### src/rtl/snake_body_tracker.sv
// Snake body tracker: keeps the segment list on the 40x30 grid.
// It advances the snake one cell per move_tick, grows the snake on add_cube,
// and shrinks it on reduce_length.
// It detects wall and self collisions (sticky game_over) and answers
// registered per-cell occupancy queries for the renderer.
//
// Handshake: there is no valid/ready flow control. move_tick, add_cube and
// reduce_length are one-cycle pulses that are sampled on each rising clk edge.
// query_x/query_y are sampled every cycle, and query_hit/query_is_head answer
// them one cycle later.
module snake_body_tracker #(
  parameter int MAX_LEN   = 16,
  parameter int INIT_LEN  = 3,
  parameter int START_X   = 20,
  parameter int START_Y   = 15,
  parameter int WALL_X_LO = 1,
  parameter int WALL_X_HI = 38,
  parameter int WALL_Y_LO = 1,
  parameter int WALL_Y_HI = 28
) (
  input  logic       clk,
  input  logic       rst,
  input  logic       move_tick,
  input  logic [1:0] dir,
  input  logic       add_cube,
  input  logic       reduce_length,
  input  logic [5:0] query_x,
  input  logic [4:0] query_y,
  output logic [5:0] head_x,
  output logic [4:0] head_y,
  output logic [4:0] length,
  output logic       query_hit,
  output logic       query_is_head,
  output logic       game_over
);

  typedef enum logic {RUN = 1'b0, DEAD = 1'b1} state_t;

  localparam logic [5:0] X_LO  = 6'(WALL_X_LO);
  localparam logic [5:0] X_HI  = 6'(WALL_X_HI);
  localparam logic [4:0] Y_LO  = 5'(WALL_Y_LO);
  localparam logic [4:0] Y_HI  = 5'(WALL_Y_HI);
  localparam logic [4:0] MAX_L = 5'(MAX_LEN);

  state_t     state, state_next;
  logic [5:0] seg_x [MAX_LEN];
  logic [4:0] seg_y [MAX_LEN];
  logic [4:0] len_q, len_next;
  logic [1:0] cur_dir, eff_dir;
  logic [1:0] pending_grow, pending_next;
  logic [5:0] nx;
  logic [4:0] ny;
  logic [4:0] self_lim;
  logic       grow_now, wall_hit, self_hit, collide, do_move;
  logic       q_hit_c, q_head_c;

  assign head_x    = seg_x[0];
  assign head_y    = seg_y[0];
  assign length    = len_q;
  assign game_over = (state == DEAD);

  // Next head cell, collision detection and FSM next-state.
  always_comb begin
    state_next = state;
    eff_dir    = cur_dir;
    nx         = seg_x[0];
    ny         = seg_y[0];
    self_hit   = 1'b0;
    // Opposite directions differ only in bit 0 (up/down, left/right).
    if ((dir ^ cur_dir) != 2'b01) eff_dir = dir;
    case (eff_dir)
      2'b00:   ny = seg_y[0] - 5'd1;
      2'b01:   ny = seg_y[0] + 5'd1;
      2'b10:   nx = seg_x[0] - 6'd1;
      default: nx = seg_x[0] + 6'd1;
    endcase
    grow_now = (pending_grow != 2'd0) && (len_q < MAX_L);
    wall_hit = (nx < X_LO) || (nx > X_HI) || (ny < Y_LO) || (ny > Y_HI);
    // The tail cell vacates on this step only when the snake is not growing.
    self_lim = grow_now ? len_q : (len_q - 5'd1);
    for (int j = 0; j < MAX_LEN; j++) begin
      if ((5'(j) < self_lim) && (seg_x[j] == nx) && (seg_y[j] == ny)) self_hit = 1'b1;
    end
    collide = wall_hit || self_hit;
    do_move = (state == RUN) && move_tick && !collide;
    if ((state == RUN) && move_tick && collide) state_next = DEAD;
  end

  // Length and pending-growth bookkeeping. add_cube lands after this tick's grow decision.
  always_comb begin
    pending_next = pending_grow;
    len_next     = len_q;
    if (move_tick) begin
      if (!collide && grow_now)                              pending_next = pending_grow - 2'd1;
      else if ((pending_grow != 2'd0) && (len_q == MAX_L))   pending_next = 2'd0;
    end
    if (add_cube && (pending_next != 2'd3)) pending_next = pending_next + 2'd1;
    if (do_move && grow_now) len_next = len_next + 5'd1;
    // add_cube takes priority over a simultaneous reduce_length.
    if (reduce_length && !add_cube && (len_q > 5'd1)) len_next = len_next - 5'd1;
  end

  // Occupancy lookup against the current active segments.
  always_comb begin
    q_hit_c  = 1'b0;
    q_head_c = (seg_x[0] == query_x) && (seg_y[0] == query_y);
    for (int i = 0; i < MAX_LEN; i++) begin
      if ((5'(i) < len_q) && (seg_x[i] == query_x) && (seg_y[i] == query_y)) q_hit_c = 1'b1;
    end
  end

  // FSM state register.
  always_ff @(posedge clk) begin
    if (rst) state <= RUN;
    else     state <= state_next;
  end

  // Segment storage, direction, length and growth counter; all are frozen while DEAD.
  always_ff @(posedge clk) begin
    if (rst) begin
      for (int i = 0; i < MAX_LEN; i++) begin
        seg_x[i] <= 6'(START_X - i);
        seg_y[i] <= 5'(START_Y);
      end
      len_q        <= 5'(INIT_LEN);
      cur_dir      <= 2'b11;
      pending_grow <= 2'd0;
    end else if (state == RUN) begin
      if (move_tick) cur_dir <= eff_dir;
      if (do_move) begin
        for (int i = MAX_LEN - 1; i > 0; i--) begin
          seg_x[i] <= seg_x[i-1];
          seg_y[i] <= seg_y[i-1];
        end
        seg_x[0] <= nx;
        seg_y[0] <= ny;
      end
      len_q        <= len_next;
      pending_grow <= pending_next;
    end
  end

  // Registered query outputs.
  always_ff @(posedge clk) begin
    if (rst) begin
      query_hit     <= 1'b0;
      query_is_head <= 1'b0;
    end else begin
      query_hit     <= q_hit_c;
      query_is_head <= q_head_c;
    end
  end

endmodule
### config.mk
export PLATFORM = sky130hd
export DESIGN_NAME = snake_body_tracker
export DESIGN_NICKNAME = d
export VERILOG_FILES = /design/src/rtl/snake_body_tracker.sv
export SDC_FILE = /design/constraint.sdc
export NUM_CORES = 1
export LEC_CHECK = 0
export CAP_MARGIN = 5
export CORE_MARGIN = 2
export CORE_UTILIZATION = 25
export DETAILED_ROUTE_END_ITERATION = 8
export HOLD_SLACK_MARGIN = 0.12
export PLACE_DENSITY = 0.5
export SLEW_MARGIN = 25
export SYNTH_ARGS = -nofsm -noshare
export SYNTH_HDL_FRONTEND = slang
export SYNTH_SLANG_ARGS = --single-unit
### constraint.sdc
create_clock -name clk -period 11.5 [get_ports clk]
set_input_delay 2.3 -clock clk [delete_from_list [all_inputs] [get_ports clk]]
set_output_delay 2.3 -clock clk [all_outputs]
set_load 0.1 [all_outputs]
Word level (Yosys, flattened, before mapping)
Memories as Yosys holds them, arrays and structs flattened.
Index checks and enable logic that the tools add are counted.
{"block": "totals", "register_bits": 12, "latchBits": 0, "ramBits": 176, "rom_bits": 0, "output_inout_bits": 19, "word_cells": 323, "mem_count": 2}
{"name": "seg_x", "depth": 16, "width": 6, "read_ports": 16, "rd_ports_with_merged_regs": 0, "wr": 16, "line": "46", "text": "logic [5:0] seg_x [MAX_LEN];"}
{"name": "seg_y", "depth": 16, "width": 5, "read_ports": 16, "rd_ports_with_merged_regs": 0, "wr": 16, "line": "47", "text": "logic [4:0] seg_y [MAX_LEN];"}
{"block": "classes", "n_addsub": 9, "mul": 0, "div": 0, "order_cmp": 38, "n_eq_ne": 69, "n_shift": 0, "mux": 80, "bitwise_logic": 34, "reduce_logical": 85}
{"cell": "6-bit equality test", "count": 32}
{"cell": "5-bit equality test", "count": 32}
{"cell": "6-bit two-way mux", "count": 16}
{"cell": "5-bit two-way mux", "count": 19}
{"cell": "4-bit by 5-bit less-than comparator with 1-bit output (first input constant)", "count": 16}
{"cell": "1-bit logical AND", "count": 75}
{"cell": "3-bit by 5-bit less-than comparator with 1-bit output (first input constant)", "count": 8}
{"cell": "1-bit two-way mux", "count": 38}
{"cell": "1-bit OR", "count": 32}
{"cell": "1-bit by 5-bit less-than comparator with 1-bit output (first input constant)", "count": 4}
{"cell": "2-bit by 5-bit less-than comparator with 1-bit output (first input constant)", "count": 4}
{"cell": "5-bit by 1-bit subtractor with 5-bit output (second input constant)", "count": 3}
{"cell": "6-bit case mux with 2 select lines", "count": 1}
{"cell": "5-bit by 1-bit adder with 5-bit output (second input constant)", "count": 2}
{"cell": "2-bit two-way mux", "count": 5}
{"cell": "5-bit case mux with 2 select lines", "count": 1}
{"cell": "6-bit by 1-bit adder with 6-bit output (second input constant)", "count": 1}
{"cell": "6-bit > comparator (second input constant)", "count": 1}
{"cell": "6-bit by 1-bit less-than comparator with 1-bit output (second input constant)", "count": 1}
{"cell": "6-bit by 1-bit subtractor with 6-bit output (second input constant)", "count": 1}
{"cell": "5-bit equality test (second input constant)", "count": 1}
{"cell": "5-bit by 1-bit > comparator with 1-bit output (second input constant)", "count": 1}
{"cell": "5-bit > comparator (second input constant)", "count": 1}
{"cell": "5-bit by 1-bit less-than comparator with 1-bit output (second input constant)", "count": 1}
{"cell": "other kinds (15)", "count": 19}

Depth between registers and ports, before layout
{"block": "logic_depth", "word_depth": 33, "mapped_depth": 25, "mapped_depth_nobuf": 21}

Worst setup path before layout
No wires, ideal clock.
{"block": "synth_timing", "kind": "input to register", "start": "input dir[1]", "end": "memory seg_x[0][0] (enable)", "setup_time_ps": 1433, "t_arrival_ps": 8564, "t_required_ps": 10067, "setup_slack_ps": 1504, "cell_stages": 17, "cell_sequence": "xor2_2 > mux2_2 > clkbuf_1 > nand2_1 > inv_1 > fa_1 > xnor2_1 > mux2i_4 > xor2_1 > o311ai_0 > or4_1 > a2111oi_0 > nand2b_1 > nor3_1 > nand2_1 > or2_2 > nand2_1"}
{"element": "start: declaration", "line": "24", "text": "input logic [1:0] dir,"}
{"element": "end: declaration", "line": "46"}

Worst setup path in the final report
{"block": "layout_timing", "start": "input dir[0]", "end": "register len_q[4], in the netlist length[4]"}
{"block": "layout_between", "elab_chain_cells": 32, "elab_cells_between_ends": 103, "classes_between": "add/sub: 1; order compare: 4; eq/ne: 35; mux: 21; bitwise: 1; reduce/logical: 41"}
{"element": "2-bit XOR", "line": "70", "text": "if ((dir ^ cur_dir) != 2'b01) eff_dir = dir;"}
{"element": "2-bit by 1-bit inequality test with 1-bit output", "line": "70"}
{"element": "2-bit two-way mux *", "line": "70"}
{"element": "2-bit by 1-bit equality test with 1-bit output / 2-bit logical NOT (equally long branches)", "line": "71", "text": "case (eff_dir)"}
{"element": "2-bit OR reduction (no source line)"}
{"element": "6-bit case mux with 2 select lines", "line": "71"}
{"element": "6-bit equality test", "line": "82", "text": "if ((5'(j) < self_lim) && (seg_x[j] == nx) && (seg_y[j] == ny)) self_hit = 1'b1;"}
{"element": "1-bit logical AND (2 in series)", "line": "82"}
{"element": "1-bit two-way mux (16 in series)", "line": "82"}
{"element": "1-bit logical OR *", "line": "84", "text": "collide = wall_hit || self_hit;"}
{"element": "1-bit logical NOT *", "line": "85", "text": "do_move = (state == RUN) && move_tick && !collide;"}
{"element": "1-bit logical AND *", "line": "85"}
{"element": "1-bit logical AND *", "line": "98", "text": "if (do_move && grow_now) len_next = len_next + 5'd1;"}
{"element": "5-bit two-way mux *", "line": "98"}
{"element": "5-bit by 1-bit subtractor with 5-bit output", "line": "100", "text": "if (reduce_length && !add_cube && (len_q > 5'd1)) len_next = len_next - 5'd1;"}
{"element": "5-bit two-way mux *", "line": "100"}
{"element": "end signal: assignment", "line": "125", "text": "len_q <= 5'(INIT_LEN);"}
{"element": "end signal: assignment", "line": "138", "text": "len_q <= len_next;"}
{"element": "end: declaration", "line": "48", "text": "logic [4:0] len_q, len_next;"}
Every way passes the cells marked *; elsewhere a longest branch is shown, timed or not.
A chain may end at the register's enable or synchronous reset.

==> impl_metrics.py <==
metrics = {
    "hold_path": {
        "hold_depth": 2,
        "hold_class": "reg2reg",
    },
    "setup_path": {
        "crit_fanout": 14,
        "crit_path_end_kind": "flop",
        "start_kind": "input pin",
        "critical_path_class": "in2reg",
        "cp_data_required_time_ps": 11880,
        "critPathArrivalTime_ps": 9190,
        "ff2ff_setup_slack_ps": 4160,
        "reg2reg_depth": 19,
    },
    "clock_network": {
        "clockBufferDepth": 2,
        "root_buffer": "clkbuf_16",
        "clk_latency_ps": 490,
        "cts_resized": 0,
        "htree_num_levels": 4,
        "cts-buffers-inserted": 17,
        "cts_tree": "built",
        "ctsHoldBuffers": 0,
        "cts.sinks": 188,
        "clk_pin_slew_ps": 80,
        "postCtsSetupBuffers": 0,
    },
    "sta": {
        "rsz0062_at_grt": "false",
        "report.final.slew_viol_count": 0,
        "fin_skew_ps": 21.8,
        "min_period_over_period": 0.767,
        "tightest_slew_ps": 1060,
        "worst_slack_ps": 2680,
        "finalSetupTns_ps": 0,
        "relSlewSlack": 0.277,
        "period_needed_ps": 8820,
        "hold_viol_final": 0,
        "fmax_mhz": 113,
        "finalSetupViolations": 0,
    },
    "finish": {
        "finalInstanceArea_sq_um": 16300,
        "finalNetCount": 1509,
        "fin_cells": 2256,
        "layout-drive-gt1-share": 0.109,
        "synthToLayoutAreaGrowth_pct": 10.9,
    },
    "die": {
        "io_pins": 37,
        "initial_core_util": 0.253,
        "core_area_sq_um": 57900,
        "die_area_sq_um": 60700,
        "chipHeight_microns": 246,
        "fp.dieW_microns": 246,
        "rows": 88,
    },
    "global_route": {
        "antenna_found_initial": 0,
        "grt_max_degree": 105,
        "grt_pass1_vias": 11300,
        "grt_first_pass_wirelength_microns": 86600,
        "track_usage": 0.199,
        "grt.overflow.total": 0,
    },
    "place": {
        "pre_cts_slack_ps": 2410,
        "numPortBuffers": 36,
        "dp.cells": 2222,
        "place.gp.congestion": 0.951,
        "place_area_sq_um": 15700,
        "dp_hpwl_microns": 44300,
    },
    "drt": {
        "vias": 12000,
        "remaining_drc_errors": 0,
        "wire_per_inst_microns": 26.7,
        "ant_nets": 0,
        "first_iter_violations": 1430,
        "drt_pass1_iterations": 6,
        "wirelength_microns": 60200,
        "avgViaCountPerCell": 5.32,
    },
    "power": {
        "p_leak_nw": 4.87,
        "peakVddDrop_mv": 0.0789,
        "powerDensity_nw_per_um2": 172,
    },
    "yosys": {
        "synth_seq_area_share": 0.376,
        "ys_async_sr_fraction": 0,
        "yosysUniqueCellTypes": 93,
        "synth_area_sq_um": 14700,
        "ys.flop_type": "edfxtp_1",
        "syn_inst": 1511,
        "ys_warn_count": 0,
        "yosys_register_bits": 188,
        "synth_edf_count": 176,
        "syn_area_per_cell_sq_um": 9.72,
        "syn_nets": 1544,
    },
    "run": {
        "cap_viol_max_count": 0,
    },
    "status": {
        "status": "finished, final reports clean",
    },
}
-- synthesized netlist by cell type, types with 12 or more instances --
cell | instances | area (sq um)
xnor2_1 | 206 | 1800
and2_1 | 63 | 394
dfxtp_1 | 12 | 240
edfxtp_1 | 176 | 5290
o21ai_0 | 29 | 145
xor2_1 | 161 | 1410
nor4_1 | 41 | 257
ha_1 | 13 | 163
or2_2 | 57 | 357
clkbuf_1 | 67 | 251
mux2i_1 | 15 | 150
inv_1 | 19 | 71.3
nor2_1 | 65 | 244
buf_2 | 29 | 145
nand3_1 | 38 | 190
a21oi_1 | 44 | 220
o31ai_1 | 12 | 90.1
nand2_1 | 66 | 248
o2111ai_1 | 17 | 149
nor3_1 | 48 | 240
a31oi_1 | 15 | 93.8
or2_1 | 40 | 250
nand4_1 | 42 | 263
buf_4 | 14 | 105
-- worst max-delay path, stage by stage --
cell and delay (ps):
clkdlybuf4s50_1 690, mux2i_4 420, nand2_1 200, inv_2 300
ha_1 410, xnor2_1 560, a21o_1 550, xnor2_1 100
or4_1 570, a2111oi_0 890, nand4b_1 160, o311ai_1 240
nor4_4 140, nand2_2 160, mux2i_1 260, ha_1 180
nand2_1 90, or4_1 410, a21oi_1 190, mux2_1 330
-- final timing paths --
path / startpoint / end
max: dir[0] / length[4]$_SDFFE_PP0N_
min reg2reg: pending_grow[1]$_SDFFE_PP0N_ / pending_grow[1]$_SDFFE_PP0N_
max reg2reg: cur_dir[1]$_SDFFE_PP1P_ / length[4]$_SDFFE_PP0N_
min: pending_grow[1]$_SDFFE_PP0N_ / pending_grow[1]$_SDFFE_PP0N_
-- routing by layer --
metal	routed length, microns	vias to the layer above	GRT usage
li1	-	5331	-
met1	27200	6057	0.280
met2	26800	539	0.305
met3	4120	79	0.0313
met4	2130	0	0.0755
met5	0	-	0
-- flip-flops by register name (all words and copies together), names as in the netlist --
signal / count
cur_dir: 2
seg_y: 80
game_over: 1
length: 5
query_is_head: 1
pending_grow: 2
query_hit: 1
seg_x: 96
-- cell type report --
type	instances	area, sq um
Timing Repair Buffer	68	631
Clock buffer	18	429
Tap cell	765	957
Clock inverter	14	110
Antenna cell	2	5.00
Sequential cell	188	5530
Inverter	22	82.6
Fill cell	6152	41600
Multi-Input combinational cell	1179	8540
-- stage by stage --
step | utilization | power (mW) | hold slack (ps)
6_report | 0.281 | 2.79 | 493
5_1_grt | 0.281 | 2.90 | 509
4_1_cts | 0.281 | 2.78 | 494
3_5_place_dp | 0.272 | 2.19 | 484
3_3_place_gp | 0.271 | 2.18 | 480
2_1_floorplan | - | 1.80 | 461
-- report_power, final --
| group | internal, mW | switching (mW) | total (mW) |
|---|---|---|---|
| clock | 0.281 | 0.309 | 0.590 |
| sequential | 0.854 | 0.155 | 1.01 |
| combinational | 0.403 | 0.792 | 1.20 |
| total | 1.54 | 1.26 | 2.79 |
-- cell families after synthesis --
kind of cell	after synthesis	synth area share
compound gates	233	0.115
xor+xnor	372	0.226
fa+ha+maj	15	0.0138
buf+inv	144	0.0434
flops	188	0.376
mux	27	0.0217
simple gates	532	0.204
-- cell usage in the layout (no fill, tap or decap), types with 13 or more instances in the layout --
cell type        Yosys  final
o2111ai_1           17     17
nor4_1              41     41
clkbuf_16            0     17
clkdlybuf4s50_1      0     35
and2_1              63     63
nand3_1             38     38
a21oi_1             44     44
ha_1                13     13
or2_2               57     57
or2_1               40     40
xnor2_1            206    206
buf_4               14     31
nor3_1              48     48
edfxtp_1           176    176
nand4_1             42     42
mux2i_1             15     15
nor2_1              65     64
inv_1               19     19
nand2_1             66     65
xor2_1             161    161
o21ai_0             29     29
a31oi_1             15     15
(Power assumes the default switching activity.)
